## src/rtl/mem_arbiter.sv

```systemverilog
// mem_arbiter: two-port fair memory arbiter (req/wr/addr/wdata in per port, gnt/done out per port, shared rdata, mem_* strobes, busy)
module mem_arbiter #(
  parameter int AWIDTH  = 5,
  parameter int DWIDTH  = 8,
  parameter int ACC_CYC = 2
) (
  input  logic              clk,
  input  logic              rst,
  input  logic              req0,
  input  logic              req1,
  input  logic              wr0,
  input  logic              wr1,
  input  logic [AWIDTH-1:0] addr0,
  input  logic [AWIDTH-1:0] addr1,
  input  logic [DWIDTH-1:0] wdata0,
  input  logic [DWIDTH-1:0] wdata1,
  output logic              gnt0,
  output logic              gnt1,
  output logic              done0,
  output logic              done1,
  output logic [DWIDTH-1:0] rdata,
  output logic [AWIDTH-1:0] mem_addr,
  output logic [DWIDTH-1:0] mem_wdata,
  output logic              mem_rd,
  output logic              mem_wr,
  input  logic [DWIDTH-1:0] mem_rdata,
  output logic              busy
);
  localparam int CW = $clog2(ACC_CYC) + 1;
  localparam logic [CW-1:0] LAST = CW'(ACC_CYC - 1);
  if (ACC_CYC < 1) begin : g_bad_acc
    $error("mem_arbiter: ACC_CYC must be at least 1");
  end
  typedef enum logic [1:0] {IDLE, ACCESS, DONE} state_t;
  state_t            state_q;
  logic [CW-1:0]     cnt_q;
  logic              last_q, wr_q, gnt0_q, gnt1_q, done0_q, done1_q, busy_q;
  logic [AWIDTH-1:0] addr_q;
  logic [DWIDTH-1:0] wdata_q, rdata_q;
  logic              win_d, fin_d;
  always_comb begin
    win_d = req1 & (~req0 | ~last_q);
    fin_d = (state_q == ACCESS) & (cnt_q == LAST);
  end
  always_ff @(posedge clk or posedge rst) begin
    if (rst) begin
      state_q <= IDLE;
      cnt_q   <= '0;
      last_q  <= 1'b1;
      wr_q    <= 1'b0;
      gnt0_q  <= 1'b0;
      gnt1_q  <= 1'b0;
      done0_q <= 1'b0;
      done1_q <= 1'b0;
      busy_q  <= 1'b0;
      addr_q  <= '0;
      wdata_q <= '0;
      rdata_q <= '0;
    end else begin
      case (state_q)
        IDLE: if (req0 | req1) begin
          state_q <= ACCESS;
          cnt_q   <= '0;
          last_q  <= win_d;
          gnt0_q  <= ~win_d;
          gnt1_q  <= win_d;
          busy_q  <= 1'b1;
          wr_q    <= win_d ? wr1 : wr0;
          addr_q  <= win_d ? addr1 : addr0;
          wdata_q <= win_d ? wdata1 : wdata0;
        end
        ACCESS: if (fin_d) begin
          state_q <= DONE;
          done0_q <= gnt0_q;
          done1_q <= gnt1_q;
          if (!wr_q) rdata_q <= mem_rdata;
        end else begin
          cnt_q <= cnt_q + 1'b1;
        end
        DONE: begin
          state_q <= IDLE;
          gnt0_q  <= 1'b0;
          gnt1_q  <= 1'b0;
          done0_q <= 1'b0;
          done1_q <= 1'b0;
          busy_q  <= 1'b0;
        end
        default: state_q <= IDLE;
      endcase
    end
  end
  assign gnt0      = gnt0_q;
  assign gnt1      = gnt1_q;
  assign done0     = done0_q;
  assign done1     = done1_q;
  assign busy      = busy_q;
  assign rdata     = rdata_q;
  assign mem_addr  = addr_q;
  assign mem_wdata = wdata_q;
  assign mem_rd    = (state_q == ACCESS) & ~wr_q;
  assign mem_wr    = fin_d & wr_q;
endmodule

```

## config.mk

```make
export PLATFORM = sky130hd
export DESIGN_NAME = mem_arbiter
export DESIGN_NICKNAME = d
export VERILOG_FILES = /design/src/rtl/mem_arbiter.sv
export SDC_FILE = /design/constraint.sdc
export NUM_CORES = 1
export LEC_CHECK = 0
export CAP_MARGIN = 25
export CORE_AREA = 2 2 69 71
export DETAILED_ROUTE_END_ITERATION = 8
export DIE_AREA = 0 0 71 73
export GPL_ROUTABILITY_DRIVEN = 1
export HOLD_SLACK_MARGIN = 0.1
export PLACE_DENSITY = 0.73
export SLEW_MARGIN = 30
export SYNTH_ARGS = -nofsm -noshare
export SYNTH_HDL_FRONTEND = slang
export SYNTH_SLANG_ARGS = --single-unit
export TNS_END_PERCENT = 100
```

## constraint.sdc

```tcl
create_clock -name clk -period 3.3 [get_ports clk]
set_input_delay 0.66 -clock clk [delete_from_list [all_inputs] [get_ports clk]]
set_output_delay 0.66 -clock clk [all_outputs]
set_load 0.01 [all_outputs]
```

# [After elaboration in Yosys (flattened, before gate mapping)]
# Cells that the tools add are included.
[totals] register_bits=32 inputBits=40 output_inout_bits=28 word_cells=58
[classes] add_sub_neg=1 eq_ne=6 n_mux=19 bitwise=10 reduce_logical=10
[op_table] op="one-hot mux 1 bit (2 select lines)" count=5
[op_table] op="2-to-1 mux 2 bit" count=4
[op_table] op="2-to-1 mux 8 bit" count=1
[op_table] op="one-hot mux 2 bit (2 select lines)" count=2
[op_table] op="AND reduction 2 bit" count=4
[op_table] op="2-to-1 mux 1 bit" count=6
[op_table] op="inequality test 2 bit, second input constant" count=3
[op_table] op="AND reduction 3 bit" count=2
[op_table] op="nonzero test 2 bit" count=3
[op_table] op="2-to-1 mux 5 bit" count=1
[op_table] op="AND 1 bit" count=4
[op_table] op="equality test 2 x 1 -> 1 bit, second input constant" count=2
[op_table] op="NOT 1 bit" count=4
[op_table] op="adder 2 x 1 -> 2 bit, second input constant" count=1
[op_table] op="equality test 2 bit, second input constant" count=1
[op_table] op="zero test 2 bit" count=1
[op_table] op="bitwise OR 1 bit" count=2

# [Longest topological paths before layout]
[logic_depth] ltp_word=6 depth_mapped=6

# [Worst setup path before layout]
# Ideal clock, no wire load.
[synth_timing] kind="reg-to-output" startpoint="reg cnt_q[0]" endpoint="out mem_wr" arrival_time_ps=958 path_slack_ps=1682 path_stages_with_launch=4 cell_sequence="dfrtp_1 ha_1 and3b_4 and2_1"
[synth_via] elab_chain_len=3
[synth_lines] item="start, declared" line_no="36" text="logic [CW-1:0] cnt_q;"
[synth_lines] item="start signal, assigned" line_no="78" text="cnt_q <= cnt_q + 1'b1;"
[synth_lines] item="equality test 2 x 1 -> 1 bit" line_no="43" text="fin_d = (state_q == ACCESS) & (cnt_q == LAST);"
[synth_lines] item="AND 1 bit" line_no="43"
[synth_lines] item="AND 1 bit" line_no="101" text="assign mem_wr = fin_d & wr_q;"
[synth_lines] item="end, declared" line_no="25" text="output logic mem_wr,"
# No other way between the ends.

# [Final worst setup path]
[layout_timing] startpoint="reg cnt_q[1]" endpoint="out mem_wr"
# The elaborated chain is that of the path after synthesis.

==> results.sh <==
export IMPL_fin_crit_sh_pct=74.1
export IMPL_end_kind="output port"
export IMPL_worstPathRequired_ns=2.64
export IMPL_ir_drop_v=0.000318
export IMPL_dieHeight_um=73
export IMPL_gr_total_overflow=0
export IMPL_tritoncts="built"
export IMPL_slew_headroom_pct=58.4
export IMPL_p_per_area_nw_per_um2=910
export IMPL_wl_per_cell_um=12.8
export IMPL_rsz0062_at_grt="false"
export IMPL_p_total_mw=2.09
export IMPL_setup_worst_path_class="flop to output port"
export IMPL_synth_compound_area_share_pct=17.9
export IMPL_finalSetupTns_ns=0
export IMPL_yosys_area_share_simple_pct=13.8
export IMPL_synth_top_family_by_area="compound AO/OA/AOI/OAI gates"
export IMPL_tightestPinTransition_ns=0.623
export IMPL_cp_buffers_inverters=2
export IMPL_gr_usage_all_layers_pct=14.2
export IMPL_grt_pass1_wl_mm=5.71
export IMPL_dieArea_um2=5180
export IMPL_holdPathEnd="cnt_q[0]"
export IMPL_async_flop_share_pct=100
export IMPL_clkTransAtPathRegs_ns=0.06
export IMPL_final_antenna_net_count=0
export IMPL_crit_slowest_cell="clkdlybuf4s50_1"
export IMPL_htree_levels=2
export IMPL_cts_sinks=32
export IMPL_synth_xor_area_share_pct=0
export IMPL_numCtsBuffers=5
export IMPL_antenna_found_initial=0
export IMPL_drive_gt1_share_pct=11.8
export IMPL_synth_edf_count=0
export IMPL_synth_warnings=0
export IMPL_cts_root_buf="clkbuf_8"
export IMPL_clockBufferDepth=2
export IMPL_antenna_cells=0
export IMPL_core_um2=4540
export IMPL_fin_nets=251
export IMPL_yosysMostFrequentCell="dfrtp_1"
export IMPL_clk_latency_ns=0.28
export IMPL_hp_start="cnt_q[0]"
export IMPL_leakage_nw=0.957
export IMPL_dr_pass1_iters=4
export IMPL_hold_buffers=0
export IMPL_grt_max_degree=33
export IMPL_cpLargestDelayFamily="buffers and inverters"
export IMPL_fin_crit_ns=2.44
export IMPL_reg2reg_depth=5
export IMPL_hold_depth=1
export IMPL_rows=25
export IMPL_timing_rr_start="cnt_q[1]"
export IMPL_synthesis_area_um2=1520
export IMPL_synthAdderAreaFrac_pct=0.824
export IMPL_hold_viol_final=0
export IMPL_ys_types=32
export IMPL_floorplan_initialDensity_pct=33.5
export IMPL_drt_iter0_markers=29
export IMPL_synth_top_area_share_pct=51.1
export IMPL_maxSlewViolCount=0
export IMPL_place_hpwl_mm=2.48
export IMPL_wirelength_mm=3.40
export IMPL_reg2reg_to="rdata[2]"
export IMPL_worst_setup_path_start_kind="flop"
export IMPL_synth_area_per_cell_um2=10.6
export IMPL_yosys_top_cells_count="31 x dfrtp_1, 29 x nand2_1, 20 x a21oi_1"
export IMPL_setup_viol=0
export IMPL_fmax_mhz=409
export IMPL_synth_area_mux_share_pct=8.57
export IMPL_worstPathArrival_ns=1.78
export IMPL_synth_seq_cells=32
export IMPL_num_io_pins=68
export IMPL_io_buffer_count=67
export IMPL_skew_ns=0.00412
export IMPL_seq_area_frac_synth_pct=52.8
export IMPL_netlist_top_cell_by_area="dfrtp_1"
export IMPL_cts_setup_buffers=0
export IMPL_crit_chain="inv_1, ha_1, and3b_4, and2_1, clkdlybuf4s50_1"
export IMPL_syn_to_final_growth_pct=51.4
export IMPL_hp_class="flop to flop"
export IMPL_viasPerCell=4.88
export IMPL_vias=1294
export IMPL_first_global_vias=1209
export IMPL_maxCapViolCount=0
export IMPL_globalplace_congestion=0.674
export IMPL_critPathMaxFanout=5
export IMPL_ctsResizeCount=0
export IMPL_synth_net_count=184
export IMPL_rrSetupSlack_ns=1.65
export IMPL_die_w_um=71
export IMPL_synth_area_leaders="dfrtp_1 51%, mux2_4 7.9%, nand2_1 7.2%"
export IMPL_status="finished clean"
export IMPL_synthCells=143
export IMPL_drc=0
export IMPL_max_stage_delay_ns=0.52
export IMPL_ys_flop_type="dfrtp_1"
export IMPL_hold_ws_ns=0.479
[routing by layer]
metal	vias up	wire [µm]	track usage, %
met1	608	1540	18.1
li1	636	-	-
met5	-	0	0
met2	43	1580	22.4
met3	7	191	3.73
met4	0	80	6.92
[how the worst max path moves through the flow]
stage                         endpoint  cells after the start  slack, ns       start
final                           mem_wr                      5       0.86    cnt_q[1]
after detailed placement   mem_addr[1]                      4       1.08        req1
after CTS                       mem_wr                      3       0.84  state_q[1]
after global routing            mem_wr                      5       0.75    cnt_q[1]
after floorplan                 mem_wr                      3       1.68    cnt_q[0]
after global placement    mem_wdata[0]                      4       1.12        req1
[sequential cells by signal (all words and copies together) (netlist names), 2 cells and up]
name / count
mem_wdata: 8
state_q: 2
mem_addr: 5
cnt_q: 2
rdata: 8
[metrics by stage]
| stage | worst slack [ns] | area [µm²] | instances | util [%] |
|---|---|---|---|---|
| final | 0.856 | 2300 | 265 | 50.7 |
| after global routing | 0.753 | 2300 | 265 | 50.7 |
| after CTS | 0.839 | 2300 | 265 | 50.7 |
| after detailed placement | 1.08 | 2190 | 257 | 48.3 |
| after global placement | 1.12 | 2190 | 257 | 48.3 |
| after floorplan | 1.68 | 1520 | 143 | - |
[cell families after synthesis]
| kind of cell | Yosys count |
|---|---|
| fa+ha+maj | 1 |
| buf+inv | 13 |
| compound gates | 45 |
| flops | 32 |
| simple gates | 43 |
| mux | 9 |
[layout make-up]
type / count / area [µm²]
Fill cell: 429 / 2240
Clock inverter: 2 / 35.0
Inverter: 5 / 18.8
Timing Repair Buffer: 68 / 678
Tap cell: 54 / 67.6
Clock buffer: 6 / 72.6
Multi-Input combinational cell: 98 / 626
Sequential cell: 32 / 802
[cell usage in the layout (no fill, tap or decap), types with 2 or more instances in the layout]
| cell | count |
|---|---|
| a21oi_1 | 20 |
| a31oi_1 | 15 |
| nand2_1 | 29 |
| dfrtp_1 | 31 |
| clkdlybuf4s50_1 | 67 |
| and3_1 | 2 |
| mux2_4 | 8 |
| inv_1 | 5 |
| o2bb2ai_1 | 2 |
| clkbuf_8 | 5 |
| nor2_1 | 2 |
| o21ai_0 | 3 |
[power breakdown]
part           leakage, nW  switching, mW  internal (mW)
logic                0.532          0.423          0.570
clock network       0.0552          0.137          0.224
registers            0.370          0.144          0.595
Power figures use the tool's default switching activity.
